===== config.mk =====
export PLATFORM = sky130hd
export DESIGN_NAME = pixel_dispatcher_flat
export DESIGN_NICKNAME = d
export VERILOG_FILES = /design/src/rtl/pixel_dispatcher_if.sv /design/src/rtl/pixel_dispatcher.sv /design/src/flat_wrapper.sv
export SDC_FILE = /design/constraint.sdc
export NUM_CORES = 1
export LEC_CHECK = 0
export ABC_AREA = 1
export CORE_UTILIZATION = 35
export CTS_CLUSTER_DIAMETER = 80
export DETAILED_ROUTE_END_ITERATION = 12
export PLACE_DENSITY = 0.68
export SYNTH_ARGS = -nofsm -noshare
export SYNTH_HDL_FRONTEND = slang
export SYNTH_SLANG_ARGS = --single-unit

===== constraint.sdc =====
create_clock -name sysclk -period 3.1 [get_ports sysclk]
set_input_delay 0.62 -clock sysclk [delete_from_list [all_inputs] [get_ports sysclk]]
set_output_delay 0.62 -clock sysclk [all_outputs]
set_load 0.01 [all_outputs]

===== src/rtl/pixel_dispatcher_if.sv =====
// pixel_dispatcher_if: depth-calculator job bus plus pixel result stream.
// master = dispatcher side, slave = calculator/consumer side.
interface pixel_dispatcher_if #(
  parameter int WORD_LENGTH = 32
);
  logic                          calc_start;
  logic [9:0]                    calc_x;
  logic [8:0]                    calc_y;
  logic signed [WORD_LENGTH-1:0] calc_re_c;
  logic signed [WORD_LENGTH-1:0] calc_im_c;
  logic [9:0]                    calc_max_iter;
  logic                          calc_done;
  logic [9:0]                    calc_depth;
  logic                          out_valid;
  logic                          out_ready;
  logic [9:0]                    out_depth;
  logic [9:0]                    out_x;
  logic [8:0]                    out_y;
  logic                          out_sof;
  logic                          out_eol;

  modport master (
    output calc_start, calc_x, calc_y,
    output calc_re_c, calc_im_c, calc_max_iter,
    input  calc_done, calc_depth,
    output out_valid, out_depth, out_x, out_y,
    output out_sof, out_eol,
    input  out_ready
  );

  modport slave (
    input  calc_start, calc_x, calc_y,
    input  calc_re_c, calc_im_c, calc_max_iter,
    output calc_done, calc_depth,
    input  out_valid, out_depth, out_x, out_y,
    input  out_sof, out_eol,
    output out_ready
  );
endinterface


===== src/rtl/pixel_dispatcher.sv =====
// pixel_dispatcher: walks a frame in raster order, issues one depth job per
// pixel, streams results. Option: PIXEL_DISPATCHER_CYCLE_COUNT_EN adds frame_cycles.
module pixel_dispatcher #(
  parameter int WORD_LENGTH = 32,
  parameter int H_RES       = 640,
  parameter int V_RES       = 480
) (
  input  logic                          sysclk,
  input  logic                          reset_n,
  input  logic signed [WORD_LENGTH-1:0] re_origin,
  input  logic signed [WORD_LENGTH-1:0] im_origin,
  input  logic signed [WORD_LENGTH-1:0] step,
  input  logic [9:0]                    max_iter_in,
  input  logic                          frame_start,
  output logic                          frame_busy,
  pixel_dispatcher_if.master            bus
`ifdef PIXEL_DISPATCHER_CYCLE_COUNT_EN
  ,
  output logic [31:0]                   frame_cycles
`endif
);

  localparam logic [9:0] X_LAST = 10'(H_RES - 1);
  localparam logic [8:0] Y_LAST = 9'(V_RES - 1);

  typedef enum logic [1:0] {
    S_IDLE,
    S_LAUNCH,
    S_WAIT,
    S_FLUSH
  } state_t;

  state_t r_state;
  state_t w_next;

  logic signed [WORD_LENGTH-1:0] r_re_org;
  logic signed [WORD_LENGTH-1:0] r_step;
  logic signed [WORD_LENGTH-1:0] r_re_c;
  logic signed [WORD_LENGTH-1:0] r_im_c;
  logic [9:0]                    r_max_iter;
  logic [9:0]                    r_x;
  logic [8:0]                    r_y;

  logic       r_valid;
  logic [9:0] r_depth;
  logic [9:0] r_ox;
  logic [8:0] r_oy;

  logic w_accept;
  logic w_capture;
  logic w_xfer;
  logic w_last;

  assign w_accept  = (r_state == S_IDLE) && frame_start;
  assign w_xfer    = r_valid && bus.out_ready;
  assign w_capture = (r_state == S_WAIT) && bus.calc_done &&
                     (!r_valid || bus.out_ready);
  assign w_last    = (r_x == X_LAST) && (r_y == Y_LAST);

  // state register
  always_ff @(posedge sysclk) begin
    if (!reset_n) r_state <= S_IDLE;
    else          r_state <= w_next;
  end

  // next-state: one launch per pixel, flush the last result before idling
  always_comb begin
    w_next = r_state;
    unique case (r_state)
      S_IDLE:   if (frame_start) w_next = S_LAUNCH;
      S_LAUNCH: w_next = S_WAIT;
      S_WAIT: begin
        if (w_capture) w_next = w_last ? S_FLUSH : S_LAUNCH;
      end
      S_FLUSH:  if (!r_valid) w_next = S_IDLE;
      default:  w_next = S_IDLE;
    endcase
  end

  // frame parameters and incremental pixel coordinate walk
  always_ff @(posedge sysclk) begin
    if (!reset_n) begin
      r_re_org   <= '0;
      r_step     <= '0;
      r_max_iter <= '0;
      r_x        <= '0;
      r_y        <= '0;
      r_re_c     <= '0;
      r_im_c     <= '0;
    end else if (w_accept) begin
      r_re_org   <= re_origin;
      r_step     <= step;
      r_max_iter <= max_iter_in;
      r_x        <= '0;
      r_y        <= '0;
      r_re_c     <= re_origin;
      r_im_c     <= im_origin;
    end else if (w_capture && !w_last) begin
      if (r_x == X_LAST) begin
        r_x    <= '0;
        r_y    <= r_y + 9'd1;
        r_re_c <= r_re_org;
        r_im_c <= r_im_c - r_step;
      end else begin
        r_x    <= r_x + 10'd1;
        r_re_c <= r_re_c + r_step;
      end
    end
  end

  // one-entry result register; capture may coincide with a transfer
  always_ff @(posedge sysclk) begin
    if (!reset_n) begin
      r_valid <= 1'b0;
      r_depth <= '0;
      r_ox    <= '0;
      r_oy    <= '0;
    end else if (w_capture) begin
      r_valid <= 1'b1;
      r_depth <= bus.calc_depth;
      r_ox    <= r_x;
      r_oy    <= r_y;
    end else if (w_xfer) begin
      r_valid <= 1'b0;
    end
  end

  assign frame_busy        = (r_state != S_IDLE);
  assign bus.calc_start    = (r_state == S_LAUNCH);
  assign bus.calc_x        = r_x;
  assign bus.calc_y        = r_y;
  assign bus.calc_re_c     = r_re_c;
  assign bus.calc_im_c     = r_im_c;
  assign bus.calc_max_iter = r_max_iter;
  assign bus.out_valid     = r_valid;
  assign bus.out_depth     = r_depth;
  assign bus.out_x         = r_ox;
  assign bus.out_y         = r_oy;
  assign bus.out_sof       = r_valid && (r_ox == '0) && (r_oy == '0);
  assign bus.out_eol       = r_valid && (r_ox == X_LAST);

`ifdef PIXEL_DISPATCHER_CYCLE_COUNT_EN
  logic [31:0] r_cycles;

  // busy-cycle counter, restarted by each accepted frame
  always_ff @(posedge sysclk) begin
    if (!reset_n)        r_cycles <= '0;
    else if (w_accept)   r_cycles <= '0;
    else if (frame_busy) r_cycles <= r_cycles + 32'd1;
  end

  assign frame_cycles = r_cycles;
`endif

endmodule


===== src/flat_wrapper.sv =====
// flat-port wrapper written by rule: the top's interface ports become plain ports
module pixel_dispatcher_flat 
#(
  parameter int WORD_LENGTH = 32,
  parameter int H_RES       = 640,
  parameter int V_RES       = 480
)
  (sysclk, reset_n, re_origin, im_origin, step, max_iter_in, frame_start, frame_busy, bus_calc_start, bus_calc_x, bus_calc_y, bus_calc_re_c, bus_calc_im_c, bus_calc_max_iter, bus_calc_done, bus_calc_depth, bus_out_valid, bus_out_depth, bus_out_x, bus_out_y, bus_out_sof, bus_out_eol, bus_out_ready);
  pixel_dispatcher_if #(.WORD_LENGTH(WORD_LENGTH)) bus_i ();
  input  logic sysclk;
  input  logic reset_n;
  input  logic signed [WORD_LENGTH-1:0] re_origin;
  input  logic signed [WORD_LENGTH-1:0] im_origin;
  input  logic signed [WORD_LENGTH-1:0] step;
  input  logic [9:0] max_iter_in;
  input  logic frame_start;
  output logic frame_busy;
  output wire logic [$bits(bus_i.calc_start)-1:0] bus_calc_start;
  output wire logic [$bits(bus_i.calc_x)-1:0] bus_calc_x;
  output wire logic [$bits(bus_i.calc_y)-1:0] bus_calc_y;
  output wire logic [$bits(bus_i.calc_re_c)-1:0] bus_calc_re_c;
  output wire logic [$bits(bus_i.calc_im_c)-1:0] bus_calc_im_c;
  output wire logic [$bits(bus_i.calc_max_iter)-1:0] bus_calc_max_iter;
  input wire logic [$bits(bus_i.calc_done)-1:0] bus_calc_done;
  input wire logic [$bits(bus_i.calc_depth)-1:0] bus_calc_depth;
  output wire logic [$bits(bus_i.out_valid)-1:0] bus_out_valid;
  output wire logic [$bits(bus_i.out_depth)-1:0] bus_out_depth;
  output wire logic [$bits(bus_i.out_x)-1:0] bus_out_x;
  output wire logic [$bits(bus_i.out_y)-1:0] bus_out_y;
  output wire logic [$bits(bus_i.out_sof)-1:0] bus_out_sof;
  output wire logic [$bits(bus_i.out_eol)-1:0] bus_out_eol;
  input wire logic [$bits(bus_i.out_ready)-1:0] bus_out_ready;
  assign bus_calc_start = bus_i.calc_start;
  assign bus_calc_x = bus_i.calc_x;
  assign bus_calc_y = bus_i.calc_y;
  assign bus_calc_re_c = bus_i.calc_re_c;
  assign bus_calc_im_c = bus_i.calc_im_c;
  assign bus_calc_max_iter = bus_i.calc_max_iter;
  assign bus_i.calc_done = bus_calc_done;
  assign bus_i.calc_depth = bus_calc_depth;
  assign bus_out_valid = bus_i.out_valid;
  assign bus_out_depth = bus_i.out_depth;
  assign bus_out_x = bus_i.out_x;
  assign bus_out_y = bus_i.out_y;
  assign bus_out_sof = bus_i.out_sof;
  assign bus_out_eol = bus_i.out_eol;
  assign bus_i.out_ready = bus_out_ready;
  pixel_dispatcher #(.WORD_LENGTH(WORD_LENGTH), .H_RES(H_RES), .V_RES(V_RES)) u_core (.sysclk(sysclk), .reset_n(reset_n), .re_origin(re_origin), .im_origin(im_origin), .step(step), .max_iter_in(max_iter_in), .frame_start(frame_start), .frame_busy(frame_busy), .bus(bus_i));
endmodule

---- Word level (Yosys, flattened, before mapping) ----
Index checks and enable logic that the tools add are counted.
cells by class
  $add $sub $neg .......................... 4
  equality and inequality tests ........... 9
  multiplexer cells ....................... 14
  bitwise operators ....................... 1
  reductions and logical operators ........ 23
operators by type and width
  cell                                                                    number
  32-bit two-way mux                                                      6
  32-bit adder                                                            1
  32-bit subtractor                                                       1
  10-bit equality test (second input constant)                            2
  10-bit by 1-bit adder with 10-bit output (second input constant)        1
  10-bit zero test                                                        1
  10-bit two-way mux                                                      1
  9-bit by 1-bit adder with 9-bit output (second input constant)          1
  9-bit equality test (second input constant)                             1
  1-bit logical AND                                                       9
  9-bit zero test                                                         1
  2-bit two-way mux                                                       4
  2-bit case mux with 4 select lines                                      1
  2-bit nonzero test                                                      4
  2-bit equality test (second input constant)                             2
  2-bit != test (second input constant)                                   2
  2-bit AND reduction                                                     2
  3-bit AND reduction                                                     1
  2-bit by 1-bit equality test with 1-bit output (second input constant)  1
  1-bit zero test                                                         2
  2-bit zero test                                                         1
  1-bit two-way mux                                                       2
  2-bit by 1-bit != test with 1-bit output (second input constant)        1
  2-bit OR reduction                                                      1
  other kinds (2)                                                         2
storage, ports and cells
  bits in registers ....................... 189
  input bits .............................. 121
  logic and storage cells ................. 63

---- Depth between registers and ports, before layout ----
Gate-level depths: netlist of the first run.
  word-level depth ........................ 6
  depth in mapped cells ................... 16
  depth with buffers taken out ............ 16

---- Least setup slack after synthesis of the first run ----
No wires, ideal clock.
  path kind ............................... register -> register
  start ................................... register u_core.r_im_c[0] (netlist: u_core.bus.calc_im_c[0])
  end ..................................... register u_core.r_im_c[28] (netlist: u_core.bus.calc_im_c[28])
  data arrival time ....................... 2.075 ns
  required time ........................... 2.988 ns
  setup slack ............................. 0.913 ns
  stages on the path, launching flop included .. 16
  period minus slack after synthesis ...... 2.187 ns
  cell sequence ........................... dfxtp_1 > inv_1 > ha_1 > fa_1 > inv_1 > nand2_1 > o21ai_0 > nand2_1 > nand2_1 > nand2_1 > nand2_1 > nand2_1 > nand3_1 > nand3_1 > nand2_1 > nand2_1
between the ends
  word-level cells in the longest chain between the ends .. 4
ends and longest elaborated chain
  element                 line                     text
  from (decl)             pixel_dispatcher.sv:39   logic signed [WORD_LENGTH-1:0] r_im_c;
  from (signal assigned)  pixel_dispatcher.sv:97   r_im_c <= im_origin;
  from (signal assigned)  pixel_dispatcher.sv:103  r_im_c <= r_im_c - r_step;
  32-bit subtractor       pixel_dispatcher.sv:103
  32-bit two-way mux      pixel_dispatcher.sv:99   if (r_x == X_LAST) begin
  32-bit two-way mux      pixel_dispatcher.sv:98   end else if (w_capture && !w_last) begin
  32-bit two-way mux      pixel_dispatcher.sv:90   end else if (w_accept) begin
No other way between the ends. The select of a mux whose other input is x is not followed.
A chain may end at the register's enable or synchronous reset.

---- Worst setup path after layout of the first run ----
  start ................................... register u_core.r_oy[5] (netlist: u_core.bus.out_y[5])
  end ..................................... output bus_out_sof
between the ends
  word-level cells in the longest chain between the ends .. 2
ends and longest elaborated chain
  element                 line                     text
  from (decl)             pixel_dispatcher.sv:47   logic [8:0] r_oy;
  from (signal assigned)  pixel_dispatcher.sv:122  r_oy <= r_y;
  9-bit zero test         pixel_dispatcher.sv:139  assign bus.out_sof = r_valid && (r_ox == '0) && (r_oy == '0);
  1-bit logical AND       pixel_dispatcher.sv:139
  to (decl)               flat_wrapper.sv:30       output wire logic [$bits(bus_i.out_sof)-1:0] bus_out_sof;
No other way between the ends.

==> impl_metrics.env, run 1 <==
export IMPL_gr_usage_all_layers=0.2300
export IMPL_overflow=0
export IMPL_ys_seq_area_frac=0.3127
export IMPL_cts_setup_buffers=0
export IMPL_insertion_delay_ns=0.46
export IMPL_combPwrFrac=0.492
export IMPL_syn_area_per_cell_um2=6.276
export IMPL_max_cap_viol_count=0
export IMPL_p_leak_nw=7.196
export IMPL_worstRegToRegCells=9
export IMPL_hold_path_class="reg2reg"
export IMPL_start_util=0.3582
export IMPL_yosysWarnings=0
export IMPL_cts_tree="built"
export IMPL_vdd_drop_max_mv=0.4488
export IMPL_fillers=3501
export IMPL_path_max_fanout=3
export IMPL_cts_root_buf="clkbuf_16"
export IMPL_ioPinCount=248
export IMPL_synth_top_area_frac=0.3127
export IMPL_p_sw_frac=0.4433
export IMPL_p_per_area_nw_per_um2=686.7
export IMPL_worst_pin_slew_ns=0.7128
export IMPL_cts_sinks=189
export IMPL_synth_ff_type="dfxtp_1"
export IMPL_io_buffers=247
export IMPL_outcome="complete, no violations"
export IMPL_routed_wl_um=41060
export IMPL_synth_async_sr_flop_share=0
export IMPL_drive_gt1_frac=0.03161
export IMPL_finalHoldViolations=0
export IMPL_seq_power_share=0.298
export IMPL_cp_arrival_ns=2.19
export IMPL_clkPwrFrac=0.210
export IMPL_clk_pin_slew_worst_paths_ns=0.08
export IMPL_fp_row_count=67
export IMPL_tns_ns=0
export IMPL_synth_area_top_cells="dfxtp_1 31%, nand2_1 15%, o21ai_0 8.6%"
export IMPL_synth_cell_type_count=46
export IMPL_p_sw_mw=4.723
export IMPL_cts_buffer_depth=2
export IMPL_yosysTopAreaCell="dfxtp_1"
export IMPL_skew_ns=0.01358
export IMPL_crit_path_end_kind="primary output"
export IMPL_final_instance_count_excl_fill=2604
export IMPL_layout_min_cycle_time_ns=2.808
export IMPL_synth_edf_count=0
export IMPL_antenna_found_initial=5
export IMPL_gp_congestion=0.9110
export IMPL_core_area_um2=33780
export IMPL_path_class="reg2out"
export IMPL_drtIter0Drc=971
export IMPL_ys_seq_elements=189
export IMPL_drtAntennaViolNets=0
export IMPL_syn_inst=1928
export IMPL_fin_crit_sh=0.9058
export IMPL_p_int_mw=5.932
export IMPL_max_freq_mhz=356.1
export IMPL_vias=12950
export IMPL_syn_area_um2=12100
export IMPL_cts_buffers_inserted=17
export IMPL_setup_viol_count_final=0
export IMPL_maxSlewHeadroom=0.5248
export IMPL_post_dp_hpwl_um=31930
export IMPL_die_w_um=187.9
export IMPL_ctsResizeCount=0
export IMPL_cp_required_ns=2.48
export IMPL_chipHeight_um=187.9
export IMPL_worstSetupStartpointType="register"
export IMPL_worstHoldPathCells=2
export IMPL_fin_nets=2325
export IMPL_dieArea_um2=35320
export IMPL_synth_common_cells="496 x nand2_1, 270 x inv_1, 209 x o21ai_0"
export IMPL_grt_pass1_wl_um=64180
export IMPL_cts_htree_levels=4
export IMPL_area_growth_pct=28.24
export IMPL_synth_fp_nets=2115
export IMPL_grt_pass1_vias=12090
export IMPL_rsz0062_at_grt="no"
export IMPL_dp_cells=2567
export IMPL_finalMaxSlewViolations=0
export IMPL_hold_buffers=0
export IMPL_wire_per_inst_um=15.77
export IMPL_via_per_inst=4.974
export IMPL_drc_errors=0
export IMPL_grt_max_degree=115
export IMPL_synth_most_common_cell="nand2_1"
export IMPL_drt_first_pass_iters=5
==> cells by family after synthesis <==
| logic type | synth area share |
|---|---|
| AND/OR/NAND/NOR | 0.2983 |
| XOR/XNOR | 0.02606 |
| adder cells (fa/ha/maj) | 0.06949 |
| buffers and inverters | 0.1137 |
| flip-flops | 0.3127 |
| AO/OA/AOI/OAI | 0.1797 |
==> sequential cells by signal, summed over array words and instances (netlist names) <==
register / count
u_core.bus.calc_im_c: 32
u_core.bus.calc_re_c: 32
u_core.r_re_org: 32
u_core.r_step: 32
u_core.bus.calc_max_iter: 10
u_core.bus.calc_x: 10
u_core.bus.out_depth: 10
u_core.bus.out_x: 10
u_core.bus.calc_y: 9
u_core.bus.out_y: 9
u_core.r_state: 2
u_core.bus.out_valid: 1
==> routing by layer <==
metal  up-vias  track usage  part of all wire  wire length, um
li1       6609            -                 -                -
met1      5915       0.2979              0.45            18560
met2       359       0.3783              0.46            19030
met3        70      0.03462             0.049             2002
met4         0      0.09944             0.036             1461
met5         -            0                 0                0
==> critical path, cell delays in order, from the launching register on <==
cell and delay [ns]:
dfxtp_1 0.35, or4_1 0.52, nor4_1 0.27, clkdlybuf4s50_1 0.59
==> stage by stage <==
step           instance area [um^2]    util  setup slack [ns]  hold slack [ns]  total power [mW]
2_1_floorplan                 12100       -            0.9129           0.4231             6.607
3_3_place_gp                  14910  0.4415            0.4890           0.4405             8.363
3_5_place_dp                  14910  0.4415            0.4564           0.4472             8.422
4_1_cts                       15500  0.4589            0.2660           0.4582             10.68
5_1_grt                       15520  0.4593            0.1665           0.4986             11.50
6_report                      15520  0.4593            0.2919           0.4632             10.66
==> placed cells by master (no fill, tap or decap), drive strengths merged, types with 5 or more instances in the layout <==
master,count
a21oi,167
a31oi,11
and2,6
buf,14
clkbuf,18
clkdlybuf4s50,246
clkinv,9
dfxtp,189
diode,5
ha,64
inv,280
nand2,500
nand3,117
nand3b,5
nand4,6
nor2,208
nor3,18
o211ai,5
o21ai,220
o22ai,6
xnor2,11
xor2,25
==> path summary, 6_finish.rpt <==
path | endpoint | startpoint | slack [ns]
worst max-delay path | bus_out_sof | u_core.bus.out_y[5]$_SDFFE_PN0P_ | 0.29
worst min-delay path | u_core.r_re_org[6]$_SDFFE_PN0P_ | u_core.r_re_org[6]$_SDFFE_PN0P_ | 0.46
worst min register to register | u_core.r_re_org[6]$_SDFFE_PN0P_ | u_core.r_re_org[6]$_SDFFE_PN0P_ | 0.46
worst max register to register | u_core.bus.calc_re_c[30]$_SDFFE_PN0P_ | u_core.bus.calc_y[0]$_SDFFE_PP0P_ | 0.48
==> cell type report <==
cell class	count	area, um^2	share of cell area
diodes	5	12.51	0.0008063
inverters	277	1045	0.06733
multi-input cells	1393	6945	0.4476
repair buffers	260	2580	0.1663
clock buffers	18	439.2	0.02830
clock inverters	14	151.4	0.009756
flip-flops and latches	189	3784	0.2438
well taps	448	560.5	0.03612
==> power groups by stage <==
stage / Sequential [mW] / Clock [mW] / Combinational (mW)
after CTS: 3.17 / 2.28 / 5.23
after global placement: 3.22 / 0 / 5.14
after detailed placement: 3.22 / 0 / 5.20
final: 3.17 / 2.24 / 5.24
after floorplan: 3.21 / 0 / 3.39
after global routing: 3.22 / 2.37 / 5.91
Note: power is estimated with default switching activity, not from simulation.
==> run 2: changes to the inputs <==
- CORE_UTILIZATION: 35 -> 57
- PLACE_DENSITY: 0.68 -> 0.95
==> impl_metrics.env, run 2 (same netlist as run 1, synthesis figures left out) <==
export IMPL_outcome="complete, no violations"
export IMPL_cp_required_ns=2.48
export IMPL_fin_nets=2329
export IMPL_post_dp_hpwl_um=30990
export IMPL_max_freq_mhz=357.9
export IMPL_cp_arrival_ns=2.17
export IMPL_final_instance_count_excl_fill=2427
export IMPL_overflow=0
export IMPL_gp_congestion=0.9745
export IMPL_core_area_um2=20490
export IMPL_drt_first_pass_iters=7
export IMPL_hold_buffers=0
export IMPL_ioPinCount=248
export IMPL_path_max_fanout=3
export IMPL_cts_root_buf="clkbuf_16"
export IMPL_cts_buffer_depth=2
export IMPL_rsz0062_at_grt="no"
export IMPL_skew_ns=0.01873
export IMPL_die_w_um=147.7
export IMPL_area_growth_pct=27.12
export IMPL_worst_pin_slew_ns=0.7750
export IMPL_insertion_delay_ns=0.46
export IMPL_path_cells="or4_1 > nor4_1 > clkdlybuf4s50_1"
export IMPL_grt_max_degree=83
export IMPL_tns_ns=0
export IMPL_via_per_inst=5.599
export IMPL_hold_path_class="reg2reg"
export IMPL_ctsResizeCount=0
export IMPL_vdd_drop_max_mv=0.3833
export IMPL_drive_gt1_frac=0.03341
export IMPL_finalMaxSlewViolations=0
export IMPL_antenna_found_initial=2
export IMPL_final_cell_mix="496 x nand2_1, 270 x inv_1, 246 x clkdlybuf4s50_1"
export IMPL_drtIter0Drc=1219
export IMPL_setup_ws_ns=0.3061
export IMPL_cts_htree_levels=4
export IMPL_p_leak_nw=7.245
export IMPL_cts_sinks=189
export IMPL_max_cap_viol_count=0
export IMPL_gr_usage_all_layers=0.3727
export IMPL_maxSlewHeadroom=0.4827
export IMPL_final_common_cell="nand2_1"
export IMPL_cts_tree="built"
export IMPL_fin_crit_sh=0.9013
export IMPL_fp_row_count=52
export IMPL_routed_wl_um=40380
export IMPL_chipHeight_um=147.7
export IMPL_clk_pin_slew_worst_paths_ns=0.08
export IMPL_layout_min_cycle_time_ns=2.794
export IMPL_io_buffers=247
export IMPL_p_per_area_nw_per_um2=709.8
export IMPL_drtAntennaViolNets=0
export IMPL_wire_per_inst_um=16.64
export IMPL_dp_cells=2393
export IMPL_critPathBufInv=1
export IMPL_cpPeakStageDelay_ns=0.58
export IMPL_finalHoldViolations=0
export IMPL_cp_top_family="simple AND/OR/NAND/NOR gates"
export IMPL_drc_errors=0
export IMPL_grt_pass1_vias=12800
export IMPL_start_util=0.5904
export IMPL_path_class="reg2out"
export IMPL_grt_pass1_wl_um=64290
export IMPL_pre_cts_ws_ns=0.4534
export IMPL_cts_setup_buffers=0
export IMPL_cpMaxStageDelayCell="clkdlybuf4s50_1"
export IMPL_vias=13590
export IMPL_setup_viol_count_final=0
export IMPL_dieArea_um2=21820
export IMPL_cts_buffers_inserted=17
export IMPL_crit_path_end_kind="primary output"
export IMPL_worstSetupStartpointType="register"
## run 2: layout make-up
type | instances | area [um^2]
diodes | 2 | 5.005
clock buffers | 17 | 425.4
clock inverters | 15 | 217.7
fillers | 1734 | 5112
inverters | 277 | 1045
multi-input cells | 1393 | 6945
flip-flops and latches | 189 | 3784
well taps | 270 | 337.8
repair buffers | 264 | 2623
## run 2: per-stage QoR
stage | area [um^2] | hold slack (ns) | util | power (mW)
after floorplan | 12100 | 0.4231 | - | 6.607
final | 15380 | 0.4769 | 0.7505 | 10.92
after detailed placement | 14730 | 0.4554 | 0.7189 | 8.399
after global placement | 14730 | 0.4382 | 0.7189 | 8.295
after CTS | 15380 | 0.4751 | 0.7503 | 10.82
after global routing | 15380 | 0.4822 | 0.7505 | 11.64
## run 2: worst paths after layout
kind,startpoint,end,slack [ns],cells after the start
worst max register to register,u_core.bus.calc_im_c[0]$_SDFFE_PN0P_,u_core.bus.calc_im_c[30]$_SDFFE_PN0P_,0.36,15
worst max-delay path,u_core.bus.out_y[0]$_SDFFE_PN0P_,bus_out_sof,0.31,3
worst min-delay path,u_core.r_re_org[2]$_SDFFE_PN0P_,u_core.r_re_org[2]$_SDFFE_PN0P_,0.48,2
worst min register to register,u_core.r_re_org[2]$_SDFFE_PN0P_,u_core.r_re_org[2]$_SDFFE_PN0P_,0.48,2
## run 2: tightest hold or removal path: cells and delay by family (launching register included)
family	cells	cell delay, ns
compound gates	1	0.06
flops	1	0.34
simple gates	1	0.05
## run 2: power breakdown
part           internal, mW  switching [mW]
Clock                  1.25            1.15
Sequential             2.81           0.386
Combinational          2.05            3.26
Total                  6.12            4.80
## run 2: routing by layer
layer / vias to the layer above / global-route usage / routed length, um
met2: 662 / 0.6061 / 18450
met4: 0 / 0.1655 / 1522
li1: 6625 / - / -
met1: 6175 / 0.4870 / 17080
met3: 127 / 0.05957 / 3320
met5: - / 0 / 0
==> run 3: changes to the inputs <==
- SKIP_CTS_REPAIR_TIMING: default -> 1
==> results of run 3 <==
Final layout, timing and power as in run 2 (identical DEF).
